File: src/rtl/wb_pkg.sv
// Shared Wishbone definitions: default bus widths, initiator FSM states,
// and command/response records.
package wb_pkg;

  localparam int WB_ADR_W = 32;
  localparam int WB_DAT_W = 32;
  localparam int WB_SEL_W = WB_DAT_W / 8;

  // state | meaning
  // IDLE  | waiting for a command; cmd_ready high
  // BUS   | Wishbone cycle in progress; cyc/stb high, waiting for ack or timeout
  // RESP  | response presented; rsp_valid high until rsp_ready
  typedef enum logic [1:0] {
    IDLE = 2'd0,
    BUS  = 2'd1,
    RESP = 2'd2
  } wb_state_e;

  typedef struct packed {
    logic                we;
    logic [WB_ADR_W-1:0] adr;
    logic [WB_DAT_W-1:0] dat;
    logic [WB_SEL_W-1:0] sel;
  } wb_cmd_t;

  typedef struct packed {
    logic [WB_DAT_W-1:0] dat;
    logic                err;
  } wb_rsp_t;

endpackage

File: src/rtl/wb_timeout_ctr.sv
// Saturating cycle counter. Flags expiry once TIMEOUT-1 enabled cycles have
// been counted since the last clear, then holds there instead of wrapping.
module wb_timeout_ctr #(
  parameter int TIMEOUT = 255
)(
  input  logic i_clk,
  input  logic i_rst_b,
  input  logic i_clr,
  input  logic i_en,
  output logic o_expired
);

  localparam logic [15:0] LP_LAST = 16'(TIMEOUT - 1);

  logic [15:0] r_count;

  // Count enabled cycles; clear has priority, stop at the terminal value.
  always_ff @(posedge i_clk) begin
    if (!i_rst_b) begin
      r_count <= '0;
    end else if (i_clr) begin
      r_count <= '0;
    end else if (i_en && (r_count != LP_LAST)) begin
      r_count <= r_count + 16'd1;
    end
  end

  assign o_expired = (r_count == LP_LAST);

endmodule

File: src/rtl/wb_host_master.sv
// Wishbone classic single-transfer initiator with valid/ready command and
// response channels and an ack timeout.
module wb_host_master
  import wb_pkg::*;
#(
  parameter int ADR_W   = WB_ADR_W,
  parameter int DAT_W   = WB_DAT_W,
  parameter int TIMEOUT = 255,
  localparam int SEL_W  = DAT_W / 8
)(
  input  logic             wb_clk_i,
  input  logic             wb_rst_i,
  input  logic             cmd_valid,
  output logic             cmd_ready,
  input  logic             cmd_we,
  input  logic [ADR_W-1:0] cmd_adr,
  input  logic [DAT_W-1:0] cmd_dat,
  input  logic [SEL_W-1:0] cmd_sel,
  output logic             rsp_valid,
  input  logic             rsp_ready,
  output logic [DAT_W-1:0] rsp_dat,
  output logic             rsp_err,
  output logic             wbm_cyc_o,
  output logic             wbm_stb_o,
  output logic             wbm_we_o,
  output logic [ADR_W-1:0] wbm_adr_o,
  output logic [DAT_W-1:0] wbm_dat_o,
  output logic [SEL_W-1:0] wbm_sel_o,
  input  logic             wbm_ack_i,
  input  logic [DAT_W-1:0] wbm_dat_i
);

  wb_state_e r_state;
  wb_state_e w_next;

  logic             r_cmd_ready;
  logic             r_rsp_valid;
  logic [DAT_W-1:0] r_rsp_dat;
  logic             r_rsp_err;
  logic             r_cyc;
  logic             r_we;
  logic [ADR_W-1:0] r_adr;
  logic [DAT_W-1:0] r_dat;
  logic [SEL_W-1:0] r_sel;

  logic w_accept;
  logic w_ack;
  logic w_timeout;
  logic w_expired;

  // r_cmd_ready is only high in IDLE, and stays low for the first cycle out
  // of reset, so it doubles as the accept qualifier.
  assign w_accept  = r_cmd_ready && cmd_valid;
  assign w_ack     = (r_state == BUS) && wbm_ack_i;
  assign w_timeout = (r_state == BUS) && !wbm_ack_i && w_expired;

  wb_timeout_ctr #(
    .TIMEOUT (TIMEOUT)
  ) u_timeout (
    .i_clk     (wb_clk_i),
    .i_rst_b   (wb_rst_i),
    .i_clr     (w_accept),
    .i_en      ((r_state == BUS) && !wbm_ack_i),
    .o_expired (w_expired)
  );

  // State register.
  always_ff @(posedge wb_clk_i) begin
    if (!wb_rst_i) begin
      r_state <= IDLE;
    end else begin
      r_state <= w_next;
    end
  end

  // Next state; an ack in the expiry cycle takes priority over the timeout.
  always_comb begin
    w_next = r_state;
    case (r_state)
      IDLE: if (w_accept) w_next = BUS;
      BUS:  if (w_ack || w_timeout) w_next = RESP;
      RESP: if (rsp_ready) w_next = IDLE;
      default: w_next = IDLE;
    endcase
  end

  // Registered outputs: handshake/strobe flags follow the next state, bus
  // fields load on accept, response fields load on ack or timeout.
  always_ff @(posedge wb_clk_i) begin
    if (!wb_rst_i) begin
      r_cmd_ready <= 1'b0;
      r_rsp_valid <= 1'b0;
      r_rsp_dat   <= '0;
      r_rsp_err   <= 1'b0;
      r_cyc       <= 1'b0;
      r_we        <= 1'b0;
      r_adr       <= '0;
      r_dat       <= '0;
      r_sel       <= '0;
    end else begin
      r_cmd_ready <= (w_next == IDLE);
      r_rsp_valid <= (w_next == RESP);
      r_cyc       <= (w_next == BUS);
      if (w_accept) begin
        r_we  <= cmd_we;
        r_adr <= cmd_adr;
        r_dat <= cmd_dat;
        r_sel <= cmd_sel;
      end
      if (w_ack) begin
        r_rsp_dat <= r_we ? '0 : wbm_dat_i;
        r_rsp_err <= 1'b0;
      end else if (w_timeout) begin
        r_rsp_dat <= '0;
        r_rsp_err <= 1'b1;
      end
    end
  end

  assign cmd_ready = r_cmd_ready;
  assign rsp_valid = r_rsp_valid;
  assign rsp_dat   = r_rsp_dat;
  assign rsp_err   = r_rsp_err;
  assign wbm_cyc_o = r_cyc;
  assign wbm_stb_o = r_cyc;
  assign wbm_we_o  = r_we;
  assign wbm_adr_o = r_adr;
  assign wbm_dat_o = r_dat;
  assign wbm_sel_o = r_sel;

endmodule
File: config.mk
export PLATFORM = sky130hd
export DESIGN_NAME = wb_host_master
export DESIGN_NICKNAME = d
export VERILOG_FILES = /design/src/rtl/wb_pkg.sv /design/src/rtl/wb_timeout_ctr.sv /design/src/rtl/wb_host_master.sv
export SDC_FILE = /design/constraint.sdc
export NUM_CORES = 1
export LEC_CHECK = 0
export ABC_AREA = 1
export BUFFER_PORTS_ARGS = -buffer_cell sky130_fd_sc_hd__buf_2
export CAP_MARGIN = 20
export CORE_MARGIN = 10
export CORE_UTILIZATION = 40
export DETAILED_ROUTE_END_ITERATION = 7
export PLACE_DENSITY = 0.7
export SKIP_LAST_GASP = 1
export SYNTH_ARGS = -nofsm -noshare
export SYNTH_HDL_FRONTEND = slang
export SYNTH_SLANG_ARGS = --single-unit
File: constraint.sdc
create_clock -name wb_clk_i -period 4.05 [get_ports wb_clk_i]
set_clock_uncertainty 0.2 [all_clocks]
set_input_delay 0 -clock wb_clk_i [delete_from_list [all_inputs] [get_ports wb_clk_i]]
set_output_delay 0 -clock wb_clk_i [all_outputs]
set_load 0.02 [all_outputs]
==> results.yml <==
status:
  status: "finished clean"
placed_design:
  hpwl_um: 10500
  dpl_cell_area_mm2: 0.00583
  io_buffers: 211
  place.gp.congestion: 0.837
grt:
  grt_first_pass_wirelength_um: 29100
  antenna_found_initial: 0
  grt_usage_pct: 21.9
  grt_pass1_vias: 5675
  grt-ovfl-total: 0
  grt_max_degree: 71
final_layout:
  final_common_cell: "buf_2"
  final_nets: 1073
  fin_util_pct: 68.3
  drive_gt1_share_pct: 26.8
  layout_common_cells: "buf_2, nor2_1, dlygate4sd3_1, dfxtp_1, nand2_1"
  final-seq-area_mm2: 0.00246
  area_delta_synth_final_pct: 65.9
  antennaDiodeCount: 0
  multi_input_area_mm2: 0.00201
  fin_area_mm2: 0.00787
  n_fill_cell: 877
setup_path:
  timing.critical_path.buf_inv: 2
  cp_max_fo: 34
  cpPeakStageDelay_ps: 560
  cp.arrival_ps: 2790
  required_ps: 4150
  path_cells: "inv_1, ha_1, nand3_1, nor2_4, nand3_2, o211ai_1, nor2_1, dlygate4sd3_1"
  setup.worst_path.end_class: "flop"
  path_class: "reg -> reg"
  critPathSlowestCell: "nand3_2"
  crit_family: "simple AND/OR/NAND/NOR gates"
  critical_path.startpoint_type: "flop"
cts:
  cts-buffers-inserted: 17
  cts_resized: 0
  clock_latency_ps: 410
  cts_tree: "yes"
  clk_path_buf_depth: 2
  cts.clk_slew.worst_paths_ps: 50
  h-tree-depth: 4
  root_buffer: "clkbuf_16"
  cts_sinks: 123
floorplanning:
  dieWidth_um: 129
  io_pins: 212
  rows: 39
  die_area_mm2: 0.0166
  die_y_um: 129
  coreArea_mm2: 0.0115
  initial_core_util_pct: 41.2
sta:
  slew_headroom_pct: 52.6
  fmaxAchievable_ghz: 0.372
  maxSlewViolCount: 0
  post-route-period-util_pct: 66.5
  hold_viol: 0
  finalCriticalPeriod_ps: 2690
  setup-tns-final_ps: 0
  rsz0062_at_grt: "false"
  finalSetupViolations: 0
  tightest_slew_ps: 710
detailed_routing:
  totalWireLength_um: 18400
  viasPerCell: 4.93
  via_count: 5519
  drtAntennaViolNets: 0
  avgRoutedWirePerCell_um: 16.4
  drtIter0Drc: 292
  drc: 0
  first_pass_iters: 5
power:
  power_density_mw_per_mm2: 435
  p_leak_nw: 3.55
  ir_drop_uv: 334
synthesis:
  post_synth_fa_ha_maj_area_fraction_pct: 0.528
  synth_cell_types: 28
  synthMuxAreaShare_pct: 0
  netlist_area_mm2: 0.00474
  synth_simple_gate_area_share_pct: 27.4
  synth_top_family_by_area: "simple AND/OR/NAND/NOR gates"
  yosysWarnings: 0
  syn-num-nets: 735
  yosysSeqAreaShare_pct: 52.0
  syn_inst: 627
  synth_xor_area_share_pct: 1.29
  ys_ff_latch: 123
  synth-compound-area-share_pct: 13.1
  syn_area_per_cell_um2: 7.56
run:
  drv_cap: 0
hold_path:
  hold_path.class: "in -> reg"
[logic make-up (layout without fill, tap and decap cells)]
logic type | after synthesis | in the layout
xor+xnor | 7 | 7
flops | 123 | 123
fa+ha+maj | 2 | 2
simple gates | 312 | 312
compound gates | 122 | 122
buf+inv | 61 | 411
[layer usage]
| metal | part of all wire, % | up-vias | global-route usage, % |
|---|---|---|---|
| met5 | 0 | - | 0 |
| met4 | 2.3 | 0 | 8.70 |
| met3 | 13 | 41 | 11.5 |
| met2 | 47 | 273 | 36.2 |
| met1 | 38 | 2504 | 23.3 |
| li1 | - | 2701 | - |
[flip-flops by register name, summed over array words and instances (netlist names)]
| signal | flops |
|---|---|
| wbm_adr_o | 32 |
| rsp_err | 1 |
| rsp_valid | 1 |
| cmd_ready | 1 |
| r_state | 2 |
| rsp_dat | 32 |
| u_timeout.r_count | 16 |
| wbm_dat_o | 32 |
| wbm_we_o | 1 |
| wbm_cyc_o | 1 |
| wbm_sel_o | 4 |
[path summary, 6_finish.rpt]
check | start | endpoint | slack [ps] | cells after the start
min | cmd_valid | wbm_adr_o[22]$_SDFFE_PN0P_ | 20 | 5
max | u_timeout.r_count[0]$_SDFFE_PP0P_ | cmd_ready$_SDFF_PN0_ | 1360 | 8
min reg2reg | rsp_err$_SDFFE_PP0P_ | rsp_err$_SDFFE_PP0P_ | 260 | 2
max reg2reg | u_timeout.r_count[0]$_SDFFE_PP0P_ | cmd_ready$_SDFF_PN0_ | 1360 | 8
[cell type report]
cell class                 count  area share, %
tap                          143           2.27
clock buffer                  21           5.85
timing repair buffer         357           31.8
sequential                   123           31.3
clock inverter                10           2.10
inverter                      23           1.10
multi-input combinational    443           25.5
[metrics by stage]
| step | power [mW] | std cells | hold slack, ps | setup WS [ps] |
|---|---|---|---|---|
| detailed placement | 1.71 | 948 | 54.1 | 1880 |
| floorplan | 1.55 | 627 | -52.7 | 2470 |
| finish | 3.42 | 1120 | 23.0 | 1360 |
| global route | 3.54 | 1120 | 43.6 | 1190 |
| CTS | 3.42 | 1120 | 8.44 | 1360 |
| global placement | 1.71 | 948 | 35.2 | 1890 |
[power breakdown]
| group | internal, mW | total, mW | leakage (nW) | switching [mW] |
|---|---|---|---|---|
| clock | 1.06 | 1.60 | 0.296 | 0.536 |
| combinational | 0.224 | 0.506 | 2.26 | 0.282 |
| sequential | 1.28 | 1.32 | 1.00 | 0.0381 |
| total | 2.56 | 3.42 | 3.55 | 0.856 |
[what timing repair did]
item,in CTS,in global routing
hold buffers,141,0
hold endpoints to repair,123,0
endpoints found under the setup margin,0,0
setup buffers,0,0
[synthesized netlist by cell type (all sizes together)]
cell | count | area, µm²
nor2 | 162 | 636
nand4 | 5 | 31.3
clkinv | 2 | 7.51
clkbuf | 23 | 87.6
nand2 | 101 | 405
nand3 | 44 | 225
buf | 15 | 98.8
o211ai | 1 | 7.51
xor2 | 3 | 26.3
o21ai | 71 | 355
dfxtp | 123 | 2460
ha | 2 | 25.0
inv | 21 | 78.8
a211oi | 1 | 12.5
a21oi | 49 | 245
xnor2 | 4 | 35.0
[worst register-to-register path: stages, from the launching register on]
cell           delay, ps
dfxtp_1              330
inv_1                100
ha_1                 150
nand3_1              110
nor2_4               170
nand3_2              570
o211ai_1             350
nor2_1                60
dlygate4sd3_1        560
No activity file was read; power rests on OpenSTA's default activity.
